<file path="src/rtl/ysyx_22041211_pc_ctrl.sv">
`default_nettype none
// ============================================================================
// Module   : ysyx_22041211_pc_ctrl
// Brief    : PC register and instruction-fetch sequencer with redirect/trap
//            kill handling and ebreak halt.
// Revision : 1.0
// ============================================================================
module ysyx_22041211_pc_ctrl #(
    parameter int                  ADDR_LEN  = 32,
    parameter logic [ADDR_LEN-1:0] RESET_VAL = ADDR_LEN'(32'h80000000)
) (
    input  logic                clk,
    input  logic                rst,
    output logic                req_valid,
    output logic [ADDR_LEN-1:0] req_addr,
    input  logic                req_ready,
    input  logic                rsp_valid,
    input  logic [31:0]         rsp_inst,
    output logic                inst_valid,
    output logic [31:0]         inst,
    output logic [ADDR_LEN-1:0] inst_pc,
    input  logic                inst_ready,
    input  logic                redirect_valid,
    input  logic [ADDR_LEN-1:0] redirect_pc,
    input  logic                trap_valid,
    input  logic [ADDR_LEN-1:0] mtvec,
    input  logic                halt,
    output logic                halted,
    output logic [ADDR_LEN-1:0] pc
);

    localparam logic [2:0] c_st_idle = 3'd0;
    localparam logic [2:0] c_st_req  = 3'd1;
    localparam logic [2:0] c_st_wait = 3'd2;
    localparam logic [2:0] c_st_hold = 3'd3;
    localparam logic [2:0] c_st_halt = 3'd4;

    logic [2:0]          r_state;
    logic [ADDR_LEN-1:0] r_pc;
    logic [ADDR_LEN-1:0] r_req_addr;
    logic [31:0]         r_inst;
    logic [ADDR_LEN-1:0] r_inst_pc;
    logic                r_kill;
    logic                r_halt_pend;

    logic [2:0]          w_state_nxt;
    logic [ADDR_LEN-1:0] w_pc_nxt;
    logic                w_kill_nxt;
    logic                w_halt_nxt;
    logic                w_cap;
    logic                w_redir;
    logic [ADDR_LEN-1:0] w_tgt_raw;
    logic [ADDR_LEN-1:0] w_tgt;
    logic [ADDR_LEN-1:0] w_pc_seq;

    assign w_redir   = trap_valid | redirect_valid;
    assign w_tgt_raw = trap_valid ? mtvec : redirect_pc;
    assign w_tgt     = {w_tgt_raw[ADDR_LEN-1:2], 2'b00};
    assign w_pc_seq  = r_pc + ADDR_LEN'(4);

    // r_kill doubles as "pc already retargeted" while an instruction is held,
    // so the later consume must not add 4 on top of the new target.
    always_comb begin
        w_state_nxt = r_state;
        w_pc_nxt    = r_pc;
        w_kill_nxt  = r_kill;
        w_halt_nxt  = r_halt_pend | halt;
        w_cap       = 1'b0;
        case (r_state)
            c_st_idle: begin
                if (w_redir) w_pc_nxt = w_tgt;
                w_state_nxt = w_halt_nxt ? c_st_halt : c_st_req;
            end
            c_st_req: begin
                if (w_redir) begin
                    w_pc_nxt   = w_tgt;
                    w_kill_nxt = 1'b1;
                end
                if (req_ready) w_state_nxt = c_st_wait;
            end
            c_st_wait: begin
                if (w_redir) begin
                    w_pc_nxt   = w_tgt;
                    w_kill_nxt = 1'b1;
                end
                if (rsp_valid) begin
                    if (w_redir || r_kill || w_halt_nxt) begin
                        w_kill_nxt  = 1'b0;
                        w_state_nxt = w_halt_nxt ? c_st_halt : c_st_req;
                    end else begin
                        w_cap       = 1'b1;
                        w_state_nxt = c_st_hold;
                    end
                end
            end
            c_st_hold: begin
                if (w_redir) w_pc_nxt = w_tgt;
                if (inst_ready) begin
                    if (!w_redir && !r_kill) w_pc_nxt = w_pc_seq;
                    w_kill_nxt  = 1'b0;
                    w_state_nxt = w_halt_nxt ? c_st_halt : c_st_req;
                end else if (w_redir) begin
                    w_kill_nxt = 1'b1;
                end
            end
            c_st_halt: begin
                w_state_nxt = c_st_halt;
            end
            default: begin
                w_state_nxt = c_st_idle;
            end
        endcase
    end

    always_ff @(posedge clk or negedge rst) begin
        if (!rst) begin
            r_state     <= c_st_idle;
            r_pc        <= RESET_VAL;
            r_req_addr  <= RESET_VAL;
            r_inst      <= '0;
            r_inst_pc   <= '0;
            r_kill      <= 1'b0;
            r_halt_pend <= 1'b0;
        end else begin
            r_state     <= w_state_nxt;
            r_pc        <= w_pc_nxt;
            r_kill      <= w_kill_nxt;
            r_halt_pend <= w_halt_nxt;
            if (w_cap) begin
                r_inst    <= rsp_inst;
                r_inst_pc <= r_pc;
            end
            // Request address is frozen for the whole time req_valid is high.
            if (w_state_nxt == c_st_req && r_state != c_st_req) begin
                r_req_addr <= w_pc_nxt;
            end
        end
    end

    assign req_valid  = (r_state == c_st_req);
    assign req_addr   = r_req_addr;
    assign inst_valid = (r_state == c_st_hold);
    assign inst       = r_inst;
    assign inst_pc    = r_inst_pc;
    assign halted     = (r_state == c_st_halt);
    assign pc         = r_pc;

endmodule
`default_nettype wire

</file>
<file path="config.mk">
export PLATFORM = sky130hd
export DESIGN_NAME = ysyx_22041211_pc_ctrl
export DESIGN_NICKNAME = d
export VERILOG_FILES = /design/src/rtl/ysyx_22041211_pc_ctrl.sv
export SDC_FILE = /design/constraint.sdc
export NUM_CORES = 1
export LEC_CHECK = 0
export CAP_MARGIN = 20
export CORE_AREA = 5 5 162 102
export DETAILED_ROUTE_END_ITERATION = 8
export DIE_AREA = 0 0 167 107
export PLACE_DENSITY = 0.88
export SYNTH_ARGS = -nofsm -noshare
export SYNTH_HDL_FRONTEND = slang
export SYNTH_SLANG_ARGS = --single-unit
</file>
<file path="constraint.sdc">
create_clock -name clk -period 3.2 [get_ports clk]
set_clock_uncertainty 0.1 [all_clocks]
set_input_delay 0.8 -clock clk [delete_from_list [all_inputs] [get_ports clk]]
set_output_delay 0.8 -clock clk [all_outputs]
set_load 0.02 [all_outputs]
</file>
==> metrics.md, run 1 <==
| Metric | Value |
|---|---|
| Fin. Hold Viols | `0` |
| Slew Limit Fails | `0` |
| Syn Inst Count | `592` |
| Status | `finished, final reports clean` |
| Worst R2R End | `req_addr[31]` |
| Post-synth cell types | `66` |
| Crit path depth | `3` |
| Layout area overhead | `49.4%` |
| Worst Setup End Kind | `primary output` |
| Chip height | `between 100 and 150 um` |
| Multi-input gate area | `3130 um2` |
| Crit path from | `r_state[2]` |
| TritonCTS clock tree | `yes` |
| Final period util | `92.5%` |
| Die area | `~18000 um2` |
| Fmax | `about 0.34 GHz` |
| Gr busiest metal | `met2` |
| CTS HTree Levels | `4` |
| Hold_buf cts | `0` |
| Initial antenna violation count | `0` |
| Worst-Margin Slew | `603 ps` |
| Cell Rows | `35` |
| Share of post-route cells with drive strength above 1 | `roughly a fifth` |
| Most frequent cells in the layout | `227 x clkdlybuf4s50_1, 130 x dfrtp_1, 78 x mux2_2, 36 x nand2_1, 35 x buf_4` |
| Post-synth design cell area | `6690 um2` |
| VDD IR max | `412 uV` |
| Unrepaired setup endpoints after global routing | `false` |
| Most common cell after layout, fill and taps aside | `clkdlybuf4s50_1` |
| Power density over the cells | `549 nW/um2` |
| Worst Slack Setup Final | `241 ps` |
| Dominant synthesized flop cell | `dfrtp_1` |
| GP Congestion | `0.871` |
| Grt ovf | `0` |
| Syn. warnings | `0` |
| Root Driver | `clkbuf_16` |
| Clk Latency, worst-skew pair | `between 400 and 500 ps` |
| Grt met2 use | `36.6%` |
| Synth Area per Inst | `11.3 um2` |
| Critical path's slowest cell | `clkdlybuf4s50_1` |
| ANT cells | `0` |
| Pre-antenna DRT Iters | `5` |
| Hold WC Path Type | `input pin to asynchronous set/reset pin` |
| Post_cts resized | `0` |
| Worst EP arrival | `between 2000 and 2500 ps` |
| IO Count | `235` |
| Max Root-Sink Buffers | `2` |
| Worst reg2reg setup slack | `550 ps` |
| Final min period | `2960 ps` |
| CP Capture Point | `req_valid` |
| RR Startpoint | `pc[18]` |
| GRT Resource Usage Total | `24.1%` |
| Sequential cell area fraction in the yosys report | `49.8%` |
| Post-DP HPWL | `16.1 mm` |
| Met1 Track Usage GR | `33.7%` |
| Top cell family by delay on the critical path | `buffers and inverters` |
| First-pass GRT wire length | `34.1 mm` |
| Vias | `6071` |
| Routed Antenna Nets | `0` |
| Post-route setup TNS | `0 ps` |
| Mapped Nets | `697` |
| Pleak | `0.00434 uW` |
| GR Util met3 | `under 10%` |
| Die Wd | `approximately 170 um` |
| Rel. slew slack | `about three fifths` |
| Post-synth ARST share | `100%` |
| Element type at the critical path start | `flop` |
| FF-to-FF path depth | `5` |
| Vias per std cell | `a little under 6` |
| Setup WS pre-CTS | `between 20 and 25 ps` |
| Routed len/inst | `20.8 um` |
| DRC violations left | `0` |
| Number of synthesized flops with an enable pin | `0` |
| Required time of the critical path | `2300 ps` |
| Crit-path cells | `nor3b_4 > buf_4 > clkdlybuf4s50_1` |
| Worst path bufs/invs | `2` |
| Clock transition at the registers of the reported paths | `60 ps` |
| CTS Sinks | `approximately 130` |
| Pin count of the biggest net entering global routing | `70` |
| Maxcap violations | `0` |
| Initial core utilization | `44.8%` |
| Reg area | `3330 um2` |
| Total power | `5490 uW` |
| Drt total wl | `21.8 mm` |
| CORE AREA | `14900 um2` |
| #FFs+latches synth | `133` |
| Num CTS Buffers | `17` |
| Crit-path max FO | `23` |
| Number of DRC markers in iteration 0 | `576` |
| Final setup violation count | `0` |
| Filler Cell Count | `1169` |
| Nets | `~940` |
| Post-CTS Setup Inserts | `0` |
| Port bufs | `230` |
| Number of global-route vias before repair | `5931` |
| Max incr delay on CP | `640 ps` |
| Critical path type | `flop to primary output` |
-- synthesized netlist by cell type (6+ instances only) --
cell type / n / share of area, %
o31ai_1: 11 / 1.2
and3_1: 6 / 0.56
a21oi_1: 15 / 1.1
nand4_1: 15 / 1.4
mux2_2: 78 / 13
mux2_1: 27 / 4.5
o22a_1: 7 / 0.92
clkbuf_1: 33 / 1.9
nor4_1: 6 / 0.56
buf_2: 10 / 0.75
mux2i_1: 26 / 3.9
a22oi_1: 10 / 1.1
nor2_1: 21 / 1.2
nand2_1: 36 / 2.0
nand3_1: 19 / 1.4
nor3_1: 20 / 1.5
o211ai_1: 6 / 0.67
o21ai_0: 24 / 1.8
inv_1: 7 / 0.39
dfrtp_1: 131 / 49
-- registers in the layout (all words and copies together), names as in the netlist --
signal	flops
r_state	3
req_addr	32
inst_pc	32
inst	32
r_kill	1
pc	32
r_halt_pend	1
-- how the worst min path moves through the flow --
stage | startpoint | endpoint | slack, ps | cells after the start
global route | rst | inst[31] | 320 | 1
CTS | rst | inst[31] | 290 | 1
detailed placement | inst_pc[3] | inst_pc[3] | 370 | 2
finish | rst | inst[31] | 270 | 1
floorplan | rst | inst[0] | 400 | 0
global placement | inst_pc[21] | inst_pc[21] | 360 | 2
-- layer usage --
| metal | share of wire (%) | up-vias |
|---|---|---|
| met5 | 0 | - |
| met4 | 1.2 | 0 |
| met3 | 11 | 24 |
| met2 | 44 | 332 |
| met1 | 43 | 2990 |
| li1 | - | 2725 |
-- power by group --
part / leakage, uW / internal [uW] / total (uW) / switching [uW]
registers: 0.00174 / 1850 / 2090 / 247
logic: 0.00230 / 654 / 1340 / 686
clock network: 0.000298 / 1310 / 2050 / 744
total: 0.00434 / 3810 / 5490 / 1680
-- cell families after synthesis --
family / count (synthesis) / share of synthesized area [%]
AO/OA/AOI/OAI: 117 / 12.4
adder cells (fa/ha/maj): 1 / 0.187
buffers and inverters: 55 / 3.39
flip-flops: 133 / 49.8
multiplexers: 131 / 21.6
AND/OR/NAND/NOR: 155 / 12.6
-- metrics by stage --
step           util, %  hold slack, ps  cell area [um2]  instances
6_report          66.9             268             9990       1048
5_1_grt           66.9             318             9990       1048
4_1_cts           66.9             287             9990       1048
3_5_place_dp      62.7             375             9360       1016
3_3_place_gp      62.7             361             9360       1016
2_1_floorplan        -             404             6690        592
-- area by class of cell --
cell class                 count  share of cell area [%]
clock buffer                  21                    4.81
clock inverter                11                    1.48
inverter                       8                   0.301
multi-input combinational    404                    31.3
sequential                   133                    33.3
tap                          203                    2.54
timing repair buffer         268                    26.2
Note: power is estimated with default switching activity, not from simulation.
==> run 2: changes to the inputs <==
- CORE_AREA: 5 5 162 102 -> 5 5 114 143
- DIE_AREA: 0 0 167 107 -> 0 0 119 148
- PLACE_DENSITY: 0.88 -> 0.89
==> metrics.md, run 2 (synthesis results as in run 1) <==
| Metric | Value |
|---|---|
| Final setup violation count | `0 (unchanged)` |
| Switching Share | `30.1% (-0.51 points)` |
| ANT cells | `0 (unchanged)` |
| Grt ovf | `0 (unchanged)` |
| Crit path from | `r_state[0]` |
| Logic pwr share | `24.6% (+0.2 points)` |
| Root Driver | `clkbuf_16` |
| Unrepaired setup endpoints after global routing | `false` |
| CTS Sinks | `133 (unchanged)` |
| CTS HTree Levels | `4 (unchanged)` |
| Post_cts resized | `0 (unchanged)` |
| Most common cell after layout, fill and taps aside | `clkdlybuf4s50_1` |
| Final min period | `3050 ps (+89.8 ps)` |
| GP Congestion | `0.889 (+2.1%)` |
| Int Power | `3750 uW (-1.6%)` |
| Crit-path cells | `nor3b_4 > clkdlybuf4s50_1` |
| Sequential Power Share | `38.9% (+0.7 points)` |
| Worst-Margin Slew | `726 ps (+123 ps)` |
| GRT Resource Usage Total | `24.5% (+0.49 points)` |
| Slew Limit Fails | `0 (unchanged)` |
| Vias | `5960 (-1.8%)` |
| Critical path's slowest cell | `clkdlybuf4s50_1` |
| Cell Rows | `50 (+43%)` |
| Pleak | `0.00432 uW (-0.49%)` |
| Die Wd | `119 um (-29%)` |
| Fmax | `0.328 GHz (-2.9%)` |
| Most frequent cells in the layout | `227 x clkdlybuf4s50_1, 131 x dfrtp_1, 78 x mux2_2, 36 x nand2_1, 34 x buf_4` |
| Switching pwr | `1610 uW (-3.9%)` |
| Post-CTS Setup Inserts | `0 (unchanged)` |
| Post-route setup TNS | `0 ps (unchanged)` |
| Chip height | `148 um (+38%)` |
| Clk pwr share | `36.4% (-1.0 points)` |
| Worst EP arrival | `2150 ps (+90 ps)` |
| RR Startpoint | `pc[18]` |
| Post-DP HPWL | `15.8 mm (-1.5%)` |
| Status | `finished, final reports clean` |
| Hold WC Path Type | `input pin to asynchronous set/reset pin` |
| Number of DRC markers in iteration 0 | `473 (-18%)` |
| Pin count of the biggest net entering global routing | `76 (+8.6%)` |
| Power density over the cells | `541 nW/um2 (-1.6%)` |
| Dpl cells | `994 (-2.2%)` |
| Fin util | `67.2% (+0.28 points)` |
| Number of global-route vias before repair | `6326 (+6.7%)` |
| Pre-antenna DRT Iters | `5 (unchanged)` |
| Non-filler instance count after layout | `1025 (-2.2%)` |
| Worst R2R End | `req_addr[30]` |
| VDD IR max | `389 uV (-5.4%)` |
| Hold Slack | `291 ps (+23.0 ps)` |
| CP Capture Point | `req_valid` |
| Routed Antenna Nets | `0 (unchanged)` |
| Drt total wl | `21.5 mm (-1.3%)` |
| Required time of the critical path | `2300 ps (about the same)` |
| Crit-path max FO | `10 (-57%)` |
| First-pass GRT wire length | `33.9 mm (-0.67%)` |
| Filler Cell Count | `1109 (-5.1%)` |
| Port bufs | `230 (unchanged)` |
| Final period util | `95.3% (+2.8 points)` |
| FF-to-FF path depth | `5 (unchanged)` |
| Vias per std cell | `5.81 (+0.37%)` |
| TritonCTS clock tree | `yes` |
| Num CTS Buffers | `17 (unchanged)` |
| CORE AREA | `14800 um2 (-1.1%)` |
| Die area | `17600 um2 (-1.4%)` |
| Max incr delay on CP | `710 ps (+70 ps)` |
| Worst reg2reg setup slack | `630 ps (+80 ps)` |
| Nets | `936 (-0.11%)` |
| Clock transition at the registers of the reported paths | `60 ps (about the same)` |
| Layout area overhead | `48.3%` |
| IO Count | `235 (unchanged)` |
| Initial core utilization | `45.3% (+0.51 points)` |
| Rel. slew slack | `51.6% (-8.2 points)` |
| Fin. Hold Viols | `0 (unchanged)` |
| Hold_buf cts | `0 (unchanged)` |
| Element type at the critical path start | `flop` |
| Routed len/inst | `21.0 um (+0.93%)` |
| DRC violations left | `0 (unchanged)` |
| Clk Latency, worst-skew pair | `420 ps (about the same)` |
| Critical path type | `flop to primary output` |
| Max Root-Sink Buffers | `2 (unchanged)` |
| Initial antenna violation count | `0 (unchanged)` |
| Share of post-route cells with drive strength above 1 | `18.6% (-0.67 points)` |
| Maxcap violations | `0 (unchanged)` |
| Worst Setup End Kind | `primary output` |
## run 2: cell type report
class | instances | area (um2) | share of cell area [%]
clock buffers | 22 | 464 | 4.68
clock inverters | 9 | 128 | 1.29
inverters | 8 | 30.0 | 0.303
multi-input cells | 404 | 3130 | 31.6
flip-flops and latches | 133 | 3330 | 33.6
well taps | 182 | 228 | 2.30
repair buffers | 267 | 2610 | 26.3
## run 2: worst min-delay path by stage
stage | from | to | slack [ps]
after detailed placement | inst_pc[21] | inst_pc[21] | 380
final | rst | inst_pc[22] | 290
after global routing | rst | inst_pc[24] | 350
after CTS | rst | inst_pc[22] | 340
after floorplan | rst | inst[0] | 400
after global placement | inst_pc[3] | inst_pc[3] | 360
## run 2: power by group through the flow
stage | Sequential [uW] | Combinational, uW | Clock [uW]
6_report | 2090 | 1320 | 1950
5_1_grt | 2120 | 1410 | 2080
4_1_cts | 2090 | 1320 | 1990
3_5_place_dp | 2110 | 1320 | 0
3_3_place_gp | 2100 | 1300 | 0
2_1_floorplan | 2240 | 445 | 0
## run 2: through the flow
stage	setup WS, ps	area (um2)	total power [uW]
final	151	9920	5360
after global routing	94.2	9920	5600
after CTS	144	9920	5400
after detailed placement	-4.20	9330	3430
after global placement	-10.1	9330	3400
after floorplan	400	6690	2680
## run 2: worst max-delay path, delay by kind of cell, from the launching register on
family	cells	cell delay, ps
buffers and inverters	1	710
flip-flops	1	540
AND/OR/NAND/NOR	1	490
## run 2: layer usage
layer	track usage, %	vias to the layer above	share of wire (%)
li1	-	2718	-
met1	27.4	2898	37
met2	43.3	293	52
met3	8.00	51	8.5
met4	9.39	0	2.9
met5	0	-	0
